$ cat src/rtl/uart_rx_8n1_if.sv
// Bundle of the serial input, enable and received-byte outputs of the 8N1 UART receiver.
// The receiver takes the slave side; the driving environment takes the master side.
interface uart_rx_8n1_if;
    logic       ena;
    logic       rx;
    logic [7:0] data_out;
    logic       data_valid;
    logic       frame_err;
    logic       busy;

    modport master (
        output ena,
        output rx,
        input  data_out,
        input  data_valid,
        input  frame_err,
        input  busy
    );

    modport slave (
        input  ena,
        input  rx,
        output data_out,
        output data_valid,
        output frame_err,
        output busy
    );
endinterface

$ cat src/rtl/uart_rx_8n1.sv
// 8N1 UART receiver: 2-flop synchronizer, mid-bit sampling from an 8-bit cycle counter,
// one-cycle data_valid / frame_err strobes, and a BREAK state that absorbs a held-low line.
module uart_rx_8n1 #(
    parameter int unsigned CLKS_PER_BIT = 16
) (
    input  logic         clk,
    input  logic         rst_n,
    uart_rx_8n1_if.slave bus
);

    localparam logic [7:0] HALF_CNT = 8'((CLKS_PER_BIT - 1) / 2);
    localparam logic [7:0] FULL_CNT = 8'(CLKS_PER_BIT - 1);

    typedef enum logic [2:0] {
        S_IDLE  = 3'd0,
        S_START = 3'd1,
        S_DATA  = 3'd2,
        S_STOP  = 3'd3,
        S_BREAK = 3'd4
    } state_t;

    state_t     state_q, state_d;
    logic       rx_meta_q, rx_s_q;
    logic [7:0] bit_cnt_q;
    logic [2:0] bit_idx_q;
    logic [7:0] shift_q;
    logic [7:0] data_out_q;
    logic       data_valid_q;
    logic       frame_err_q;

    logic       sample_bit;
    logic       stop_ok;
    logic       stop_bad;
    logic       state_change;

    // Synchronizer ignores ena so rx_s is always current when the receiver is re-enabled.
    always_ff @(posedge clk or negedge rst_n) begin
        if (!rst_n) begin
            rx_meta_q <= 1'b1;
            rx_s_q    <= 1'b1;
        end else begin
            rx_meta_q <= bus.rx;
            rx_s_q    <= rx_meta_q;
        end
    end

    always_ff @(posedge clk or negedge rst_n) begin
        if (!rst_n) begin
            state_q <= S_IDLE;
        end else begin
            state_q <= state_d;
        end
    end

    always_comb begin
        state_d = state_q;
        if (bus.ena) begin
            case (state_q)
                S_IDLE:  if (!rx_s_q) state_d = S_START;
                S_START: if (bit_cnt_q == HALF_CNT) state_d = rx_s_q ? S_IDLE : S_DATA;
                S_DATA:  if (bit_cnt_q == FULL_CNT && bit_idx_q == 3'd7) state_d = S_STOP;
                S_STOP:  if (bit_cnt_q == FULL_CNT) state_d = rx_s_q ? S_IDLE : S_BREAK;
                S_BREAK: if (rx_s_q) state_d = S_IDLE;
                default: state_d = S_IDLE;
            endcase
        end
    end

    always_comb begin
        state_change = (state_d != state_q);
        sample_bit   = bus.ena && (state_q == S_DATA) && (bit_cnt_q == FULL_CNT);
        stop_ok      = bus.ena && (state_q == S_STOP) && (bit_cnt_q == FULL_CNT) && rx_s_q;
        stop_bad     = bus.ena && (state_q == S_STOP) && (bit_cnt_q == FULL_CNT) && !rx_s_q;
    end

    always_ff @(posedge clk or negedge rst_n) begin
        if (!rst_n) begin
            bit_cnt_q <= 8'd0;
            bit_idx_q <= 3'd0;
            shift_q   <= 8'h00;
        end else if (bus.ena) begin
            // Counter restarts on every state entry and after each data sample.
            if (state_change || sample_bit) begin
                bit_cnt_q <= 8'd0;
            end else begin
                bit_cnt_q <= bit_cnt_q + 8'd1;
            end
            if (state_q == S_START) begin
                bit_idx_q <= 3'd0;
            end else if (sample_bit) begin
                bit_idx_q <= bit_idx_q + 3'd1;
            end
            if (sample_bit) begin
                shift_q[bit_idx_q] <= rx_s_q;
            end
        end
    end

    always_ff @(posedge clk or negedge rst_n) begin
        if (!rst_n) begin
            data_out_q   <= 8'h00;
            data_valid_q <= 1'b0;
            frame_err_q  <= 1'b0;
        end else begin
            data_valid_q <= stop_ok;
            frame_err_q  <= stop_bad;
            if (stop_ok) begin
                data_out_q <= shift_q;
            end
        end
    end

    // Strobes are masked by ena so a disabled receiver never reports a transaction.
    assign bus.data_out   = data_out_q;
    assign bus.data_valid = data_valid_q & bus.ena;
    assign bus.frame_err  = frame_err_q & bus.ena;
    assign bus.busy       = (state_q != S_IDLE);

endmodule

$ cat src/flat_wrapper.sv
// flat-port wrapper written by rule: the top's interface ports become plain ports
module uart_rx_8n1_flat 
#(
    parameter int unsigned CLKS_PER_BIT = 16
)
  (clk, rst_n, bus_ena, bus_rx, bus_data_out, bus_data_valid, bus_frame_err, bus_busy);
  uart_rx_8n1_if bus_i ();
  input  logic clk;
  input  logic rst_n;
  input wire logic [$bits(bus_i.ena)-1:0] bus_ena;
  input wire logic [$bits(bus_i.rx)-1:0] bus_rx;
  output wire logic [$bits(bus_i.data_out)-1:0] bus_data_out;
  output wire logic [$bits(bus_i.data_valid)-1:0] bus_data_valid;
  output wire logic [$bits(bus_i.frame_err)-1:0] bus_frame_err;
  output wire logic [$bits(bus_i.busy)-1:0] bus_busy;
  assign bus_i.ena = bus_ena;
  assign bus_i.rx = bus_rx;
  assign bus_data_out = bus_i.data_out;
  assign bus_data_valid = bus_i.data_valid;
  assign bus_frame_err = bus_i.frame_err;
  assign bus_busy = bus_i.busy;
  uart_rx_8n1 #(.CLKS_PER_BIT(CLKS_PER_BIT)) u_core (.clk(clk), .rst_n(rst_n), .bus(bus_i));
endmodule
$ cat config.mk
export PLATFORM = sky130hd
export DESIGN_NAME = uart_rx_8n1_flat
export DESIGN_NICKNAME = d
export VERILOG_FILES = /design/src/rtl/uart_rx_8n1_if.sv /design/src/rtl/uart_rx_8n1.sv /design/src/flat_wrapper.sv
export SDC_FILE = /design/constraint.sdc
export NUM_CORES = 1
export LEC_CHECK = 0
export ABC_AREA = 1
export CAP_MARGIN = 20
export CORE_MARGIN = 1.5
export CORE_UTILIZATION = 50
export DETAILED_ROUTE_END_ITERATION = 12
export GPL_TIMING_DRIVEN = 0
export MAX_ROUTING_LAYER = met4
export PLACE_DENSITY_LB_ADDON = 0.25
export SYNTH_ARGS = -nofsm -noshare
export SYNTH_HDL_FRONTEND = slang
export SYNTH_SLANG_ARGS = --single-unit
export TNS_END_PERCENT = 5
$ cat constraint.sdc
create_clock -name clk -period 2.2 [get_ports clk]
set_input_delay 0.22 -clock clk [delete_from_list [all_inputs] [get_ports clk]]
set_output_delay 0.22 -clock clk [all_outputs]
set_load 0.02 [all_outputs]
Word level (Yosys, flattened, before mapping)
Index checks and enable logic that the tools add are counted.

storage, ports and cells
  flip-flop bits (word level) = 34
  latch bits = 0
  bits in writable memories = 0
  bits in read-only memories = 0
  bits of input ports = 4
  output and inout port bits = 11
  logic and storage cells = 53
  memories kept = 0

cells by class
  add/sub/neg operators = 2
  multiply operators = 0
  divide/modulo/power cells = 0
  order comparisons = 2
  eq/ne operators = 8
  shift operators = 0
  mux-type cells = 15
  bitwise operators = 2
  reductions and logical operators = 15

operators with widths
  cell                   count
  $mux W3                9
  $pmux W3 S5            1
  $add A8 B1 Y8 const B  1
  $bwmux W8              1
  $eq A8 B3 Y1 const B   1
  $eq A8 B4 Y1 const B   1
  $logic_and A1 B1 Y1    8
  $mux W8                1
  $eq A3 B2 Y1 const B   2
  $eq A3 B3 Y1 const B   2
  $lt A3 B4 Y1 const B   1
  $reduce_and A2 Y1      2
  $add A3 B1 Y3 const B  1
  $demux W1 S3           1
  $eq A3 B1 Y1 const B   1
  $ge A3 B1 Y1 const B   1
  $logic_not A3 Y1       1
  $ne A3 B3 Y1           1
  $reduce_bool A3 Y1     1
  $and A1 B1 Y1          2
  $mux W2                1
  $reduce_bool A2 Y1     1
  $logic_not A1 Y1       1
  $logic_or A1 B1 Y1     1
  $mux W1                1

Depth between registers and ports, before layout
Gate-level depths: netlist (run 1).

  word-level depth = 8
  gate-level depth with buffers = 11

Worst setup path before layout (run 1)
No wires, ideal clock.

  path type = reg2reg
  from = reg u_core.bit_idx_q[0]
  to = reg u_core.bit_cnt_q[4]
  arrival time = 1.425 ns
  required time = 2.079 ns
  path slack = 0.654 ns
  cell stages (with the launch flop) = 11
  buffers on the path = 0
  path through = dfrtp_1 > ha_1 > ha_1 > inv_1 > nor2_1 > nand2_1 > nand2_1 > nor2_1 > nand3_2 > nand3_4 > nor2_2

on the way
  cells in the longest elaborated chain, start to end = 8

RTL lines
  element                   line               RTL
  start: declaration        uart_rx_8n1.sv:25  logic [2:0] bit_idx_q;
  start signal: assignment  uart_rx_8n1.sv:91  bit_idx_q <= bit_idx_q + 3'd1;
  $eq A3 B3 Y1              uart_rx_8n1.sv:61  S_DATA: if (bit_cnt_q == FULL_CNT && bit_idx_q == 3'd7) state_d = S_STOP;
  $logic_and A1 B1 Y1       uart_rx_8n1.sv:61
  $mux W3                   uart_rx_8n1.sv:61
  $pmux W3 S5               uart_rx_8n1.sv:58  case (state_q)
  $mux W3                   uart_rx_8n1.sv:57  if (bus.ena) begin
  $ne A3 B3 Y1              uart_rx_8n1.sv:70  state_change = (state_d != state_q);
  $logic_or A1 B1 Y1        uart_rx_8n1.sv:83  if (state_change || sample_bit) begin
  $mux W8                   uart_rx_8n1.sv:83
  end signal: assignment    uart_rx_8n1.sv:86  bit_cnt_q <= bit_cnt_q + 8'd1;
  end: declaration          uart_rx_8n1.sv:24  logic [7:0] bit_cnt_q;

No other way between the ends.
A chain may end at the register's enable or synchronous reset.

Worst setup path in the final report (run 1)
  from = in bus_ena
  to = out bus_data_valid

on the way
  cells in the longest elaborated chain, start to end = 1

RTL lines
  element             line                RTL
  start: declaration  flat_wrapper.sv:10  input wire logic [$bits(bus_i.ena)-1:0] bus_ena;
  $and A1 B1 Y1       uart_rx_8n1.sv:115  assign bus.data_valid = data_valid_q & bus.ena;
  end: declaration    flat_wrapper.sv:13  output wire logic [$bits(bus_i.data_valid)-1:0] bus_data_valid;

No other way between the ends.

==> qor.yml, run 1 <==
outcome:
  status: "finished clean"
synth:
  ys_seq_area_share_pct: 49.8
  synth_area_per_cell_um2: 8.78
  synthCells: 195
  synth_enable_flop_cells: 0
  async_flop_share_pct: 100
  ys_warn_count: 0
  synthTopCellsByArea: "dfrtp_1 (47%), nand2_1 (9.0%), inv_1 (5.0%)"
  yosysTopAreaCell: "dfrtp_1"
  synth_fp_nets: 202
  yosysMostFrequentCell: "nand2_1"
  synth_seq_cells: 34
  ys.flop_type: "dfrtp_1"
  netlist_area_um2: 1710
  synth_top_area_share_pct: 46.7
  yosysUniqueCellTypes: 30
  synthTopCellsByCount: "nand2_1 (41), dfrtp_1 (32), inv_1 (23)"
route:
  vias: 1323
  first_pass_iters: 4
  wl_per_cell_um: 11.6
  ant_nets: 0
  drt_iter0_markers: 52
  viasPerCell: 5.01
  wl_mm: 3.08
  drc: 0
cells_and_area:
  nets: 224
  antenna_cells: 0
  final_core_util_pct: 59.7
  areaGrowthSynthToFinish_pct: 15.3
  drive_gt1_share_pct: 18.8
sta:
  worst_pin_slew_ps: 738
  period_share_pct: 87.6
  setup_ws_ps: 273
  hold_violations: 0
  fin_skew_ps: 6.93
  slew_headroom_pct: 50.8
  setup_viol: 0
  tns_ps: 0
  fmax_mhz: 519
  rsz0062_at_grt: "false"
  final_max_slew_viol_count: 0
  fin_crit_ps: 1930
floorplanning:
  ios: 15
  die_area_um2: 3790
  row_count: 21
  die_w_um: 61.5
  initial_utilization_pct: 51.7
  die_h_um: 61.5
  core-area_um2: 3310
setup_path:
  required_ps: 1980
  worstPathArrival_ps: 1710
  worst_setup_path_end_kind: "output port"
  critPathMaxFanout: 10
  slowest_delay_ps: 590
  cp_cell_sequence: "clkdlybuf4s50_1, buf_2, nand2_1, inv_1, clkdlybuf4s50_1"
  crit_family: "buffers and inverters"
  crit_top_cell: "clkdlybuf4s50_1"
  worst_path_max_delay_cell: "clkdlybuf4s50_1"
  crit_path_start_kind: "input pin"
  reg2reg_slack_ps: 410
  path_class: "input pin to output port"
  crit_buf_inv: 4
cts:
  numCtsBuffers: 5
  clk_latency_ps: 330
  cts_buffer_depth: 2
  hold_buffers: 1
  htreeDepth: 2
  clk_pin_slew_ps: 90
  cts_root_buf: "clkbuf_4"
  post_cts_buffers: 0
  postCtsResizedCells: 0
  cts_sinks: 34
  cts_tree: "built"
placed_design:
  dp_slack_ps: 255
  io_buffers: 14
  place_congestion: 0.833
  hpwl_mm: 2.32
power_and_ir_drop:
  power.leakage_nw: 0.950
  total_power_mw: 1.51
  ir_drop_v: 0.000475
  power.density_nw_per_um2: 763
grt:
  overflow: 0
  grt_pass1_vias: 1351
  grt_first_pass_wirelength_mm: 5.49
  antenna_found_initial: 0
  grt_usage_pct: 20.7
  grt_max_degree: 35
hold_path:
  hp-class: "input pin to flop"
flow_run:
  maxCapViolations: 0
layer usage:
layer	GRT usage (%)	vias up	share of wire [%]
met2	33.4	19	49
met4	9.42	0	1.1
met1	23.6	630	46
li1	-	670	-
met5	-	-	0
met3	5.88	4	3.9
report_power, final:
group / switching [mW] / total, mW / internal (mW) / leakage (nW)
clock: 0.206 / 0.360 / 0.155 / 0.0353
combinational: 0.251 / 0.400 / 0.148 / 0.498
sequential: 0.0674 / 0.747 / 0.680 / 0.417
flip-flops by register name (all words and copies together) (netlist names):
name	cells
u_core.bit_cnt_q	8
u_core.bus.data_out	8
u_core.shift_q	8
u_core.bit_idx_q	3
u_core.state_q	3
u_core.data_valid_q	1
u_core.frame_err_q	1
u_core.rx_meta_q	1
u_core.rx_s_q	1
worst register-to-register path, cell delays in order (launching register included):
cell and delay [ps]:
dfstp_2 540, clkbuf_1 370, nor2_1 140, inv_1 80, nand2_1 50, nor2_1 170
nand3_2 140, nand3_4 160, nor2_2 50
path summary, 6_finish.rpt:
kind / cells past startpoint / from / to
hold reg to reg: 0 / u_core.rx_meta_q$_DFF_PN1_ / u_core.rx_s_q$_DFF_PN1_
setup reg to reg: 8 / u_core.rx_s_q$_DFF_PN1_ / u_core.bit_cnt_q[7]$_DFFE_PN0P_
min in group asynchronous: 2 / rst_n / u_core.state_q[0]$_DFF_PN0_
hold / removal: 1 / bus_rx / u_core.rx_meta_q$_DFF_PN1_
setup / recovery: 5 / bus_ena / bus_data_valid
max in group asynchronous: 2 / rst_n / u_core.shift_q[1]$_DFFE_PN0P_
stage by stage:
stage | instance area (um2) | instances | hold slack, ps
5_1_grt | 1980 | 264 | 283
2_1_floorplan | 1710 | 195 | -75.6
3_3_place_gp | 1910 | 255 | 348
4_1_cts | 1980 | 264 | 287
6_report | 1980 | 264 | 298
3_5_place_dp | 1910 | 255 | 330
final cells by class:
cell class,instances,area (um2)
multi-input combinational,132,742
fill,307,1340
clock inverter,1,5.00
buffer,3,20.0
clock buffer,7,55.1
sequential,34,853
tap,46,57.6
inverter,26,97.6
timing repair buffer,15,145
cell families after synthesis:
logic type                 share of synthesized area [%]
AOI/OAI and AO/OA                                   9.72
xor gates and xnor gates                            3.07
adders and majority gates                           2.19
buffers and inverters                               6.87
DFF                                                 49.8
and+or+nand+nor                                     28.3
placed cells by master (no fill, tap or decap), types with 8 or more instances in the layout:
cell,netlist,final
o21ai_0,11,11
nor3_1,8,8
o21ai_2,8,8
inv_1,23,23
nor2_2,8,8
clkdlybuf4s50_1,0,13
nor2_1,17,17
nand2_1,41,41
dfrtp_1,32,32
nand3_1,10,10
No activity file was read; power rests on OpenSTA's default activity.
==> run 2, diff against run 1 <==
--- a/config.mk
+++ b/config.mk
@@ -15,2 +15,3 @@
 export PLACE_DENSITY_LB_ADDON = 0.25
+export SLEW_MARGIN = 20
 export SYNTH_ARGS = -nofsm -noshare
--- a/constraint.sdc
+++ b/constraint.sdc
@@ -3,2 +3,2 @@
 set_output_delay 0.22 -clock clk [all_outputs]
-set_load 0.02 [all_outputs]
+set_load 0.01 [all_outputs]
==> run 2 against run 1 <==
Against the previous run: first-iteration DRC count is 110% higher; critical path depth unchanged; sequential share of layout area shrank 0.59 points; hold slack got worse by 20 ps; utilization is 0.83 points higher; global-route usage is 0.082 points higher; largest cell class unchanged; cell count is 0.38% higher; count of clock-buffer cells in the layout is the same; critical endpoint unchanged; via count is 0.98% higher; highest routed layer unchanged; setup slack improved by 46 ps.
==> qor.yml, run 2 (synthesized netlist as in run 1, its figures left out) <==
floorplanning:
  ios: 15  # unchanged
  die_w_um: 61.5  # unchanged
  die_area_um2: 3790  # unchanged
  die_h_um: 61.5  # unchanged
  initial_utilization_pct: 51.7  # unchanged
  row_count: 21  # unchanged
  core-area_um2: 3310  # unchanged
sta:
  fin_skew_ps: 7.38  # was 6.93 ps
  fmax_mhz: 532  # was 519 MHz
  setup_viol: 0  # unchanged
  hold_slack_ps: 278  # was 298 ps
  fin_crit_ps: 1880  # was 1930 ps
  period_share_pct: 85.5  # was 87.6%
  worst_pin_slew_ps: 466  # was 738 ps
  slew_headroom_pct: 68.9  # was 50.8%
  rsz0062_at_grt: "false"  # unchanged
  hold_violations: 0  # unchanged
  tns_ps: 0  # unchanged
  final_max_slew_viol_count: 0  # unchanged
route:
  wl_mm: 3.12  # was 3.08 mm
  wl_per_cell_um: 11.8  # was 11.6 um
  viasPerCell: 5.04  # was 5.01
  drt_iter0_markers: 111  # was 52
  drc: 0  # unchanged
  first_pass_iters: 5  # was 4
  vias: 1336  # was 1323
  ant_nets: 0  # unchanged
cts:
  hold_buffers: 1  # unchanged
  cts_sinks: 34  # unchanged
  clk_pin_slew_ps: 100  # was 90 ps
  post_cts_buffers: 0  # unchanged
  postCtsResizedCells: 0  # unchanged
  htreeDepth: 2  # unchanged
  cts_root_buf: "clkbuf_4"  # unchanged
  clk_latency_ps: 340  # was 330 ps
  cts_tree: "built"  # unchanged
  cts_buffer_depth: 2  # unchanged
  numCtsBuffers: 5  # unchanged
cells_and_area:
  drive_gt1_share_pct: 19.2  # was 18.8%
  layout_commonest_cell: "nand2_1"  # unchanged
  areaGrowthSynthToFinish_pct: 16.9  # was 15.3%
  antenna_cells: 0  # unchanged
  fillers: 289  # was 307
  multi_input_area_um2: 742  # unchanged
  nets: 225  # was 224
  final_core_util_pct: 60.5  # was 59.7%
  layout_common_cells: "nand2_1 (41), dfrtp_1 (32), inv_1 (23), nor2_1 (17), clkdlybuf4s50_1 (13)"  # unchanged
  ff_latch_area_um2: 853  # unchanged
  fin_cells: 265  # was 264
power_and_ir_drop:
  ir_drop_v: 0.000475  # about the same
  power.density_nw_per_um2: 755  # was 763 nW/um2
  power.leakage_nw: 0.963  # was 0.950 nW
setup_path:
  critPathMaxFanout: 10  # unchanged
  crit_path_start_kind: "input pin"  # unchanged
  crit_buf_inv: 4  # unchanged
  cp_cell_sequence: "clkdlybuf4s50_1, buf_2, nand2_1, inv_1, clkdlybuf4s50_1"  # unchanged
  worst_setup_path_end_kind: "output port"  # unchanged
  worst_path_max_delay_cell: "clkdlybuf4s50_1"  # unchanged
  required_ps: 1980  # about the same
  crit_family: "buffers and inverters"  # unchanged
  crit_top_cell: "clkdlybuf4s50_1"  # unchanged
  path_class: "input pin to output port"  # unchanged
  worstPathArrival_ps: 1660  # was 1710 ps
  slowest_delay_ps: 520  # was 590 ps
placed_design:
  hpwl_mm: 2.41  # was 2.32 mm
  placed_cells: 256  # was 255
  io_buffers: 14  # unchanged
  place_congestion: 0.833  # unchanged
grt:
  antenna_found_initial: 0  # unchanged
  grt_first_pass_wirelength_mm: 5.58  # was 5.49 mm
  grt_pass1_vias: 1313  # was 1351
  grt_max_degree: 22  # was 35
  overflow: 0  # unchanged
  grt_usage_pct: 20.7  # about the same
flow_run:
  maxCapViolations: 0  # unchanged
outcome:
  status: "finished clean"  # unchanged
hold_path:
  hp-class: "input pin to flop"  # unchanged
-- run 2: final cells by class --
class / instances / area share (%)
sequential: 34 / 42.6
multi-input combinational: 132 / 37.0
timing repair buffer: 16 / 8.62
inverter: 26 / 4.87
tap: 46 / 2.87
clock buffer: 7 / 2.75
buffer: 3 / 0.999
clock inverter: 1 / 0.250
-- run 2: report_power, final --
group	internal [mW]	switching [mW]	leakage, nW
logic	0.153	0.244	0.511
clock network	0.155	0.214	0.0353
registers	0.680	0.0677	0.417
-- run 2: worst paths after layout --
| kind | from | endpoint | slack [ps] | depth (start not counted) |
|---|---|---|---|---|
| worst max register to register | u_core.rx_s_q$_DFF_PN1_ | u_core.bit_cnt_q[7]$_DFFE_PN0P_ | 410 | 8 |
| max in group asynchronous | rst_n | u_core.rx_s_q$_DFF_PN1_ | 1390 | 3 |
| worst max-delay path | bus_ena | bus_data_valid | 320 | 5 |
| worst min-delay path | bus_rx | u_core.rx_meta_q$_DFF_PN1_ | 280 | 1 |
| worst min register to register | u_core.rx_meta_q$_DFF_PN1_ | u_core.rx_s_q$_DFF_PN1_ | 370 | 0 |
| min in group asynchronous | rst_n | u_core.frame_err_q$_DFF_PN0_ | 310 | 2 |
-- run 2: routing by layer --
layer	routed length [um]	GRT usage (%)	vias up
met5	0	-	-
met4	46	6.38	0
met3	148	5.67	5
met2	1550	33.2	29
met1	1380	25.5	632
li1	-	-	670
-- run 2: per-stage QoR --
stage / total power [mW] / setup slack (ps) / cell area [um2]
floorplan: 1.04 / 654 / 1710
global placement: 1.14 / 252 / 1910
detailed placement: 1.16 / 308 / 1930
CTS: 1.52 / 317 / 2000
global route: 1.61 / 227 / 2000
finish: 1.51 / 319 / 2000
==> run 3, diff against run 2 <==
Settings changed: CORE_UTILIZATION 50 to 55, GPL_ROUTABILITY_DRIVEN from default to 0, TNS_END_PERCENT 5 to default.
==> run 3 against run 2 <==
Against the previous run: count of clock-buffer cells in the layout did not move; register-to-register slack worse by 50 ps; utilization up 4.7 points; critical path type unchanged; highest routed layer unchanged.
==> qor.yml, run 3 (synthesized netlist as in run 1, its figures left out) <==
setup_path:
  crit_buf_inv: 4  # unchanged
  cp_cell_sequence: "clkdlybuf4s50_1, buf_2, nand2_1, inv_1, clkdlybuf4s50_1"  # unchanged
  crit_family: "buffers and inverters"  # unchanged
  slowest_delay_ps: 530  # was 520 ps
  critPathMaxFanout: 10  # unchanged
  r2r_cells: 8  # unchanged
  required_ps: 1980  # about the same
  worst_path_max_delay_cell: "clkdlybuf4s50_1"  # unchanged
  worst_setup_path_end_kind: "output port"  # unchanged
  worstSetupPathDepth: 5  # unchanged
  crit_path_start_kind: "input pin"  # unchanged
  path_class: "input pin to output port"  # unchanged
  reg2reg_slack_ps: 360  # was 410 ps
  crit_top_cell: "clkdlybuf4s50_1"  # unchanged
  worstPathArrival_ps: 1650  # was 1660 ps
cts:
  clk_latency_ps: 330  # was 340 ps
  postCtsResizedCells: 0  # unchanged
  cts_sinks: 34  # unchanged
  numCtsBuffers: 5  # unchanged
  clk_pin_slew_ps: 100  # about the same
  htreeDepth: 2  # unchanged
  cts_tree: "built"  # unchanged
  cts_buffer_depth: 2  # unchanged
  cts_root_buf: "clkbuf_4"  # unchanged
grt:
  antenna_found_initial: 0  # unchanged
  overflow: 0  # unchanged
  met3_usage_pct: 5.93  # was 5.67%
  met2_usage_pct: 38.3  # was 33.2%
  grt_pass1_vias: 1270  # was 1313
  grt_usage_pct: 21.9  # was 20.7%
  grt_first_pass_wirelength_mm: 5.49  # was 5.58 mm
  grt_util_met1_pct: 24.3  # was 25.5%
  top_usage_layer: "met2"  # unchanged
  grt_max_degree: 35  # was 22
floorplanning:
  initial_utilization_pct: 57.0  # was 51.7%
  core-area_um2: 3000  # was 3310 um2
  die_h_um: 58.8  # was 61.5 um
  row_count: 20  # was 21
  die_w_um: 58.8  # was 61.5 um
  die_area_um2: 3460  # was 3790 um2
  ios: 15  # unchanged
cells_and_area:
  areaGrowthSynthToFinish_pct: 14.4  # was 16.9%
  layout_commonest_cell: "nand2_1"  # unchanged
  antenna_cells: 0  # unchanged
  nets: 224  # was 225
  layout_common_cells: "nand2_1 (41), dfrtp_1 (32), inv_1 (23), nor2_1 (17), clkdlybuf4s50_1 (13)"  # unchanged
  fillers: 259  # was 289
  final_area_um2: 1960  # was 2000 um2
  drive_gt1_share_pct: 18.8  # was 19.2%
  fin_cells: 251  # was 265
  final_core_util_pct: 65.3  # was 60.5%
sta:
  fin_skew_ps: 6.61  # was 7.38 ps
  setup_ws_ps: 328  # was 319 ps
  slew_headroom_pct: 50.5  # was 68.9%
  hold_slack_ps: 292  # was 278 ps
  hold_violations: 0  # unchanged
  fin_crit_ps: 1870  # was 1880 ps
  tns_ps: 0  # unchanged
  setup_viol: 0  # unchanged
  worst_pin_slew_ps: 742  # was 466 ps
  fmax_mhz: 534  # was 532 MHz
  period_share_pct: 85.1  # was 85.5%
  final_max_slew_viol_count: 0  # unchanged
  rsz0062_at_grt: "false"  # unchanged
power_and_ir_drop:
  power.density_nw_per_um2: 769  # was 755 nW/um2
  power.leakage_nw: 0.950  # was 0.963 nW
  clockPowerShare_pct: 23.7  # was 24.4%
  pwr-share-seq_pct: 49.7  # was 49.4%
  switching_power_mw: 0.525  # was 0.526 mW
  combinationalPowerShare_pct: 26.6  # was 26.3%
  total_power_mw: 1.51  # about the same
  ir_drop_v: 0.000543  # was 0.000475 V
  switching_share_pct: 34.8  # was 34.7%
  internal_power_mw: 0.983  # was 0.988 mW
route:
  vias: 1345  # was 1336
  viasPerCell: 5.36  # was 5.04
  first_pass_iters: 4  # was 5
  drt_iter0_markers: 54  # was 111
  drc: 0  # unchanged
  wl_mm: 3.19  # was 3.12 mm
  ant_nets: 0  # unchanged
  wl_per_cell_um: 12.7  # was 11.8 um
flow_run:
  maxCapViolations: 0  # unchanged
placed_design:
  post_dp_cell_area_um2: 1890  # was 1930 um2
  hpwl_mm: 2.38  # was 2.41 mm
  dp_slack_ps: 285  # was 308 ps
  placed_cells: 242  # was 256
  io_buffers: 14  # unchanged
hold_path:
  hp-class: "input pin to flop"  # unchanged
  whs_path_depth: 1  # unchanged
outcome:
  status: "finished clean"  # unchanged
[run 3: changes by cell type in the layout (fill, tap and decap cells not counted)]
cell and delta:
buf_16 -1
[run 3: layout make-up]
class                           count  area [um2]  area share [%]
Tap cell                           33        41.3            2.11
Clock buffer                        7        55.1            2.81
Multi-Input combinational cell    132         742            37.9
Sequential cell                    34         853            43.6
Timing Repair Buffer               15         145            7.41
Buffer                              3        20.0            1.02
Clock inverter                      1        5.00           0.255
Inverter                           26        97.6            4.98
[run 3: final timing paths]
kind	end	from
max	bus_frame_err	bus_ena
min	u_core.rx_meta_q$_DFF_PN1_	bus_rx
max reg2reg	u_core.bit_cnt_q[7]$_DFFE_PN0P_	u_core.rx_s_q$_DFF_PN1_
min reg2reg	u_core.rx_s_q$_DFF_PN1_	u_core.rx_meta_q$_DFF_PN1_
max in group asynchronous	u_core.bit_cnt_q[3]$_DFFE_PN0P_	rst_n
min in group asynchronous	u_core.bus.data_out[5]$_DFFE_PN0P_	rst_n
[run 3: timing repair]
item / CTS / global route
hold buffers: 1 / 0
setup buffers: 0 / 0
setup endpoints to repair: 0 / 0
hold endpoints to repair: 32 / 0
[run 3: power by group through the flow]
stage               combinational (mW)  clock (mW)  sequential, mW
floorplan                        0.296           0           0.748
global placement                 0.380           0           0.755
detailed placement               0.399           0           0.761
CTS                              0.402       0.369           0.749
global route                     0.454       0.400           0.760
finish                           0.401       0.357           0.750
[run 3: worst reg2reg max path, cell delays in order, from the launching register on]
cell	delay [ps]
dfstp_2	540
clkbuf_1	380
nor2_1	150
inv_1	90
nand2_1	50
nor2_1	180
nand3_2	140
nand3_4	170
nor2_2	50
[run 3: routing by layer]
| metal | up-vias | wire [um] |
|---|---|---|
| li1 | 673 | - |
| met1 | 640 | 1330 |
| met2 | 25 | 1700 |
| met3 | 7 | 108 |
| met4 | 0 | 48 |
| met5 | - | 0 |
